[src/rtl/id_ex_stage.sv]
// ID/EX pipeline register for the five-stage RV32I core.
// Captures the decoded bundle from ID and presents it to EX one cycle later.
// Inserts one bubble per load-use hazard. Turns a taken branch or jump
// resolved in EX into a bubble plus an IF/ID flush. Keeps saturating
// bubble and flush counters for performance debug.
module id_ex_stage #(
  parameter int CNT_W = 16
) (
  input  logic             cpu_clk,
  input  logic             cpu_rst,

  input  logic             have_inst_ID,
  input  logic [31:0]      pc_ID,
  input  logic [31:0]      rD1_ID,
  input  logic [31:0]      rD2_ID,
  input  logic [31:0]      ext_ID,
  input  logic [4:0]       rs1_ID,
  input  logic [4:0]       rs2_ID,
  input  logic [4:0]       wR_ID,
  input  logic             rs1_re_ID,
  input  logic             rs2_re_ID,
  input  logic             rf_we_ID,
  input  logic [2:0]       rf_wsel_ID,
  input  logic [3:0]       alu_op_ID,
  input  logic             alu_sel1_ID,
  input  logic             alu_sel2_ID,
  input  logic             dram_we_ID,
  input  logic [1:0]       npc_op_ID,
  input  logic [1:0]       store_op_ID,

  input  logic             flush_EX,
  input  logic             mem_stall,

  output logic             have_inst_EX,
  output logic [31:0]      pc_EX,
  output logic [31:0]      rD1_EX,
  output logic [31:0]      rD2_EX,
  output logic [31:0]      ext_EX,
  output logic [4:0]       wR_EX,
  output logic             rf_we_EX,
  output logic [2:0]       rf_wsel_EX,
  output logic [3:0]       alu_op_EX,
  output logic             alu_sel1_EX,
  output logic             alu_sel2_EX,
  output logic             dram_we_EX,
  output logic [1:0]       npc_op_EX,
  output logic [1:0]       store_op_EX,

  output logic             stall_PC,
  output logic             stall_IFID,
  output logic             flush_IFID,
  output logic [CNT_W-1:0] bubble_cnt,
  output logic [CNT_W-1:0] flush_cnt
);

  logic             r_have_inst;
  logic [31:0]      r_pc;
  logic [31:0]      r_rD1;
  logic [31:0]      r_rD2;
  logic [31:0]      r_ext;
  logic [4:0]       r_wR;
  logic             r_rf_we;
  logic [2:0]       r_rf_wsel;
  logic [3:0]       r_alu_op;
  logic             r_alu_sel1;
  logic             r_alu_sel2;
  logic             r_dram_we;
  logic [1:0]       r_npc_op;
  logic [1:0]       r_store_op;
  logic [CNT_W-1:0] r_bubble_cnt;
  logic [CNT_W-1:0] r_flush_cnt;

  logic w_load_wsel;
  logic w_ld_EX;
  logic w_rs1_hit;
  logic w_rs2_hit;
  logic w_lu;
  logic w_take_flush;
  logic w_take_bubble;
  logic w_insert_bubble;

  // Writeback selects that source the result from data memory (load variants).
  always_comb begin
    w_load_wsel = 1'b0;
    case (r_rf_wsel)
      3'b010, 3'b100, 3'b101, 3'b110, 3'b111: w_load_wsel = 1'b1;
      default:                                w_load_wsel = 1'b0;
    endcase
  end

  // Load-use detection. A load to x0 never stalls because x0 is never written.
  always_comb begin
    w_ld_EX   = r_have_inst & r_rf_we & w_load_wsel;
    w_rs1_hit = rs1_re_ID & (rs1_ID == r_wR);
    w_rs2_hit = rs2_re_ID & (rs2_ID == r_wR);
    w_lu      = w_ld_EX & have_inst_ID & (r_wR != 5'd0) & (w_rs1_hit | w_rs2_hit);
  end

  // Hazard resolution. A freeze beats everything. A flush beats load-use
  // because the instruction waiting in ID is on the wrong path.
  always_comb begin
    w_take_flush    = ~mem_stall & flush_EX;
    w_take_bubble   = ~mem_stall & ~flush_EX & w_lu;
    w_insert_bubble = w_take_flush | w_take_bubble;
    stall_PC        = mem_stall | (w_lu & ~flush_EX);
    stall_IFID      = mem_stall | (w_lu & ~flush_EX);
    flush_IFID      = flush_EX & ~mem_stall;
  end

  // Pipeline register: hold on freeze, zero on bubble, otherwise capture ID.
  always_ff @(posedge cpu_clk or posedge cpu_rst) begin
    if (cpu_rst) begin
      r_have_inst <= 1'b0;
      r_pc        <= 32'd0;
      r_rD1       <= 32'd0;
      r_rD2       <= 32'd0;
      r_ext       <= 32'd0;
      r_wR        <= 5'd0;
      r_rf_we     <= 1'b0;
      r_rf_wsel   <= 3'd0;
      r_alu_op    <= 4'd0;
      r_alu_sel1  <= 1'b0;
      r_alu_sel2  <= 1'b0;
      r_dram_we   <= 1'b0;
      r_npc_op    <= 2'd0;
      r_store_op  <= 2'd0;
    end else if (!mem_stall) begin
      if (w_insert_bubble) begin
        r_have_inst <= 1'b0;
        r_pc        <= 32'd0;
        r_rD1       <= 32'd0;
        r_rD2       <= 32'd0;
        r_ext       <= 32'd0;
        r_wR        <= 5'd0;
        r_rf_we     <= 1'b0;
        r_rf_wsel   <= 3'd0;
        r_alu_op    <= 4'd0;
        r_alu_sel1  <= 1'b0;
        r_alu_sel2  <= 1'b0;
        r_dram_we   <= 1'b0;
        r_npc_op    <= 2'd0;
        r_store_op  <= 2'd0;
      end else begin
        r_have_inst <= have_inst_ID;
        r_pc        <= pc_ID;
        r_rD1       <= rD1_ID;
        r_rD2       <= rD2_ID;
        r_ext       <= ext_ID;
        r_wR        <= wR_ID;
        r_rf_we     <= rf_we_ID;
        r_rf_wsel   <= rf_wsel_ID;
        r_alu_op    <= alu_op_ID;
        r_alu_sel1  <= alu_sel1_ID;
        r_alu_sel2  <= alu_sel2_ID;
        r_dram_we   <= dram_we_ID;
        r_npc_op    <= npc_op_ID;
        r_store_op  <= store_op_ID;
      end
    end
  end

  // Saturating event counters; they stop at all-ones instead of wrapping.
  always_ff @(posedge cpu_clk or posedge cpu_rst) begin
    if (cpu_rst) begin
      r_bubble_cnt <= '0;
      r_flush_cnt  <= '0;
    end else begin
      if (w_take_bubble && (r_bubble_cnt != {CNT_W{1'b1}}))
        r_bubble_cnt <= r_bubble_cnt + CNT_W'(1);
      if (w_take_flush && (r_flush_cnt != {CNT_W{1'b1}}))
        r_flush_cnt <= r_flush_cnt + CNT_W'(1);
    end
  end

  // Registered state drives the EX-side outputs directly.
  always_comb begin
    have_inst_EX = r_have_inst;
    pc_EX        = r_pc;
    rD1_EX       = r_rD1;
    rD2_EX       = r_rD2;
    ext_EX       = r_ext;
    wR_EX        = r_wR;
    rf_we_EX     = r_rf_we;
    rf_wsel_EX   = r_rf_wsel;
    alu_op_EX    = r_alu_op;
    alu_sel1_EX  = r_alu_sel1;
    alu_sel2_EX  = r_alu_sel2;
    dram_we_EX   = r_dram_we;
    npc_op_EX    = r_npc_op;
    store_op_EX  = r_store_op;
    bubble_cnt   = r_bubble_cnt;
    flush_cnt    = r_flush_cnt;
  end

endmodule

[config.mk]
export PLATFORM = sky130hd
export DESIGN_NAME = id_ex_stage
export DESIGN_NICKNAME = d
export VERILOG_FILES = /design/src/rtl/id_ex_stage.sv
export SDC_FILE = /design/constraint.sdc
export NUM_CORES = 1
export LEC_CHECK = 0
export ABC_AREA = 0
export CORE_MARGIN = 1
export CORE_UTILIZATION = 25
export DETAILED_ROUTE_END_ITERATION = 10
export SKIP_LAST_GASP = 1
export SLEW_MARGIN = 20
export SYNTH_ARGS = -nofsm -noshare
export SYNTH_HDL_FRONTEND = slang
export SYNTH_SLANG_ARGS = --single-unit
export TNS_END_PERCENT = 20
[constraint.sdc]
create_clock -name cpu_clk -period 12.2 [get_ports cpu_clk]
set_clock_uncertainty 0.1 [all_clocks]
set_input_delay 3.66 -clock cpu_clk [delete_from_list [all_inputs] [get_ports cpu_clk]]
set_output_delay 3.66 -clock cpu_clk [all_outputs]
set_load 0.02 [all_outputs]
# == Yosys cells after proc, flatten, opt, wreduce, memory -nomap -nowiden ==
# Index checks and enable logic that the tools add are counted.
# totals
register_bits,181
input_bits,165
out_inout_bits,184
elab_cells,62
# classes
add_sub_neg,2
eq_ne,9
muxes,15
n_bitwise,16
n_reduce_logical,4
# ops
op,n
$mux W32,4
$add A16 B1 Y16 const B,2
$ne A16 B16 Y1 const B,2
$eq A3 B3 Y1 const B,4
$and A1 B1 Y1,11
$eq A5 B5 Y1,2
$mux W1,6
$mux W5,1
$reduce_bool A5 Y1,1
$reduce_or A5 Y1,1
$mux W2,2
$mux W4,1
$eq A3 B2 Y1 const B,1
$mux W3,1
$or A1 B1 Y1,3
$logic_and A1 B1 Y1,2
$not A1 Y1,2

# == Logic depth before layout (Yosys ltp) ==
# depth
depth_word,10
mapped_depth,7
ltp_nobuf,6

# == Worst setup path before layout ==
# No wires, ideal clock.
# synth_path
path_kind,input to output
startpoint,in mem_stall
endpoint,out stall_PC
t_arrival_ns,4.986
slack_ns,3.454
path_stages,5
path_buffers,4
path_cell_list,clkbuf_1 > clkbuf_1 > clkbuf_1 > o21bai_1 > buf_4
# synth_between
elab_chain_cells,1
# synth_lines
item,line_no,text
"start, declared",32,"input logic mem_stall,"
$or A1 B1 Y1,--,
"end, declared",49,"output logic stall_PC,"
# No other way between the ends.

# == Worst setup path in the final report ==
# layout_path
startpoint,in rs1_ID[2]
endpoint,out stall_PC
# layout_between
elab_chain_cells,6
# layout_lines
item,line_no,text
"start, declared",17,"input logic [4:0] rs1_ID,"
$eq A5 B5 Y1,94,w_rs1_hit = rs1_re_ID & (rs1_ID == r_wR);
$and A1 B1 Y1,94,
$or A1 B1 Y1,96,w_lu = w_ld_EX & have_inst_ID & (r_wR != 5'd0) & (w_rs1_hit | w_rs2_hit);
$and A1 B1 Y1,96,
$and A1 B1 Y1,105,stall_PC = mem_stall | (w_lu & ~flush_EX);
$or A1 B1 Y1,105,
# No other way between the ends.

==> impl_metrics.tcl <==
set metrics [dict create \
    setup_ws_ns 2.755 \
    path_class "in2out" \
    synth_top_family_by_area "compound AO/OA/AOI/OAI gates" \
    grt_first_pass_wirelength_um 32570 \
    worstSetupEndpointType "output port" \
    area_delta_synth_final_pct 64.67 \
    drc 0 \
    vias_per_cell 4.537 \
    cts.sinks 181 \
    synthAdderAreaFrac 0.003654 \
    htree_levels 4 \
    syn_inst 495 \
    start_util 0.2541 \
    setup_tns_ns 0 \
    path_clk_slew_ns 0.08 \
    setup_viol 0 \
    avgSynthCellArea_um2 13.84 \
    status "finished clean" \
    period_share 0.7742 \
    p_leak_nw 4.929 \
    chipHeight_um 167.5 \
    multi_input_area_um2 2157 \
    worst_pin_slew_ns 1.014 \
    cts_buffers 17 \
    track_usage 0.1493 \
    drive_above_1_share 0.05680 \
    synth_xor_area_frac 0.04859 \
    slew_headroom 0.3243 \
    power.density_nw_per_um2 139.6 \
    core_um2 26950 \
    start_kind "primary input" \
    ys_seq_area_frac 0.6613 \
    fillers 2521 \
    instances_no_fill 1187 \
    dp_cells 1154 \
    arrival_ns 5.69 \
    grt-ovfl-total 0 \
    die-area_um2 28060 \
    nNetsFinal 999 \
    synth-seq-cells 181 \
    clk_latency_ns 0.42 \
    synth_area_um2 6849 \
    dp_hpwl_um 14420 \
    synth_warnings 0 \
    cts.path.max_buffers 2 \
    grt_max_degree 91 \
    synth_simple_gate_area_frac 0.05590 \
    finalMaxSlewViolations 0 \
    first_iter_violations 286 \
    fin_crit_ns 9.445 \
    port-buffer-count 348 \
    crit_fanout 3 \
    yosysUniqueCellTypes 33 \
    gp_congestion 0.7618 \
    dpl_worst_slack_ns 2.773 \
    drt-wirelength-per-cell_um 17.66 \
    cts_hold_buf 0 \
    synthMuxAreaShare 0.004932 \
    register_area_um2 4529 \
    min_path_type "reg2reg" \
    finalHoldWorstSlack_ns 0.3930 \
    cp_common_cell "clkdlybuf4s50_1" \
    irDropWorstVdd_mv 0.06959 \
    rows 60 \
    synth_edf_count 0 \
    r2r_slack_ns 8.92 \
    crit_chain "clkdlybuf4s50_1 > xnor2_1 > nand4_1 > o22ai_2 > nand2_1 > o21bai_1 > clkdlybuf4s50_1" \
    synth_compound_area_frac 0.2008 \
    io_pins 349 \
    wirelength_um 20970 \
    crit_path_top_delay_cell "clkdlybuf4s50_1" \
    rsz0062_at_grt "false" \
    max_cap_violations 0 \
    slowest_delay_ns 0.63 \
    critical_path_required_ns 8.44 \
    die_x_um 167.5 \
    hold_violations 0 \
    clock-root-buffer "clkbuf_16" \
    grt_pass1_vias 5631 \
    antenna_found_initial 1 \
    final_antenna_net_count 0 \
    drt-pass1-iter-count 4 \
    synth-main-ff-cell "dfrtp_1" \
    cts_resized 0 \
    synthArstFlopShare 1.000 \
    cts_tree "yes" \
    vias 5385 \
    fmax_ghz 0.1059 \
    postCtsSetupBuffers 0 \
    synth_fp_nets 662 \
]
==> layout by cell type (no fill, tap or decap), types with 4 or more instances in the layout <==
| master | synthesis | routed |
|---|---|---|
| buf_4 | 2 | 6 |
| nand3_1 | 10 | 10 |
| xor2_1 | 21 | 21 |
| clkdlybuf4s50_1 | 0 | 347 |
| dfrtp_1 | 181 | 181 |
| clkbuf_16 | 0 | 17 |
| nand4_1 | 5 | 5 |
| nor2_1 | 14 | 14 |
| clkinv_4 | 0 | 5 |
| nand2_1 | 18 | 18 |
| xnor2_1 | 17 | 17 |
| nor3_1 | 13 | 13 |
| inv_6 | 0 | 4 |
| a22o_1 | 149 | 149 |
==> path summary, 6_finish.rpt <==
kind                                    from      endpoint  cells past startpoint
min in group asynchronous            cpu_rst     rD2_EX[2]                      2
worst max-delay path               rs1_ID[2]      stall_PC                      7
worst min-delay path            flush_cnt[7]  flush_cnt[7]                      1
worst min register to register  flush_cnt[7]  flush_cnt[7]                      1
worst max register to register      wR_EX[1]    rD2_EX[15]                      6
max in group asynchronous            cpu_rst      pc_EX[0]                      3
==> report_power, final <==
| part | switching [mW] | internal (mW) | leakage, nW |
|---|---|---|---|
| Clock | 0.262 | 0.318 | 0.305 |
| Combinational | 0.143 | 0.168 | 2.25 |
| Sequential | 0.0370 | 0.647 | 2.37 |
==> layout make-up <==
cell class | instances | share of cell area
timing repair buffer | 353 | 0.3120
inverter | 4 | 0.001775
sequential | 181 | 0.4016
clock inverter | 14 | 0.01642
antenna | 1 | 0.0002219
clock buffer | 18 | 0.03894
tap | 341 | 0.03783
multi-input combinational | 275 | 0.1913
==> state kept, by name (all words and copies together), names as in the netlist <==
register / flops
ext_EX: 32
pc_EX: 32
rD1_EX: 32
rD2_EX: 32
bubble_cnt: 16
flush_cnt: 16
wR_EX: 5
alu_op_EX: 4
rf_wsel_EX: 3
npc_op_EX: 2
store_op_EX: 2
alu_sel1_EX: 1
alu_sel2_EX: 1
dram_we_EX: 1
have_inst_EX: 1
rf_we_EX: 1
==> worst max-delay path: cells and delay by family <==
kind	cells	cell delay [ns]
buffers and inverters	2	1.10
and+or+nand+nor	2	0.28
xor gates and xnor gates	1	0.12
AOI/OAI and AO/OA	2	0.51
==> synth_stat cells (3+ instances only) <==
cell type | count | area share
nand4_1 | 5 | 0.0046
nor3_1 | 13 | 0.0095
clkbuf_1 | 20 | 0.011
dfrtp_1 | 181 | 0.66
inv_1 | 4 | 0.0022
buf_2 | 13 | 0.0095
a22o_1 | 149 | 0.19
xor2_1 | 21 | 0.027
nor2b_1 | 3 | 0.0027
mux2_2 | 3 | 0.0049
nand3_1 | 10 | 0.0073
nor2_1 | 14 | 0.0077
xnor2_1 | 17 | 0.022
nand2_1 | 18 | 0.0099
==> per-layer routing <==
layer  up-vias  GRT usage  routed length (um)
met4         0    0.03829                 216
met5         -          0                   0
met3        11    0.04609                1359
li1       2523          -                   -
met2       189     0.2399               10010
met1      2662     0.1945                9385
==> cells by family (layout without fill, tap and decap cells) <==
| group | after synthesis | count (layout) |
|---|---|---|
| flip-flops | 181 | 181 |
| other | 0 | 1 |
| multiplexers | 3 | 3 |
| AO/OA/AOI/OAI | 157 | 157 |
| adder cells (fa/ha/maj) | 2 | 2 |
| AND/OR/NAND/NOR | 75 | 75 |
| buffers and inverters | 39 | 389 |
| XOR/XNOR | 38 | 38 |
==> stage by stage <==
| stage | area, um2 | power (mW) | utilization |
|---|---|---|---|
| after floorplan | 6849 | 0.8282 | - |
| after CTS | 11280 | 1.602 | 0.4184 |
| after global routing | 11280 | 1.652 | 0.4184 |
| final | 11280 | 1.574 | 0.4185 |
| after global placement | 10650 | 1.007 | 0.3952 |
| after detailed placement | 10650 | 1.008 | 0.3952 |
Note: power is estimated with default switching activity, not from simulation.
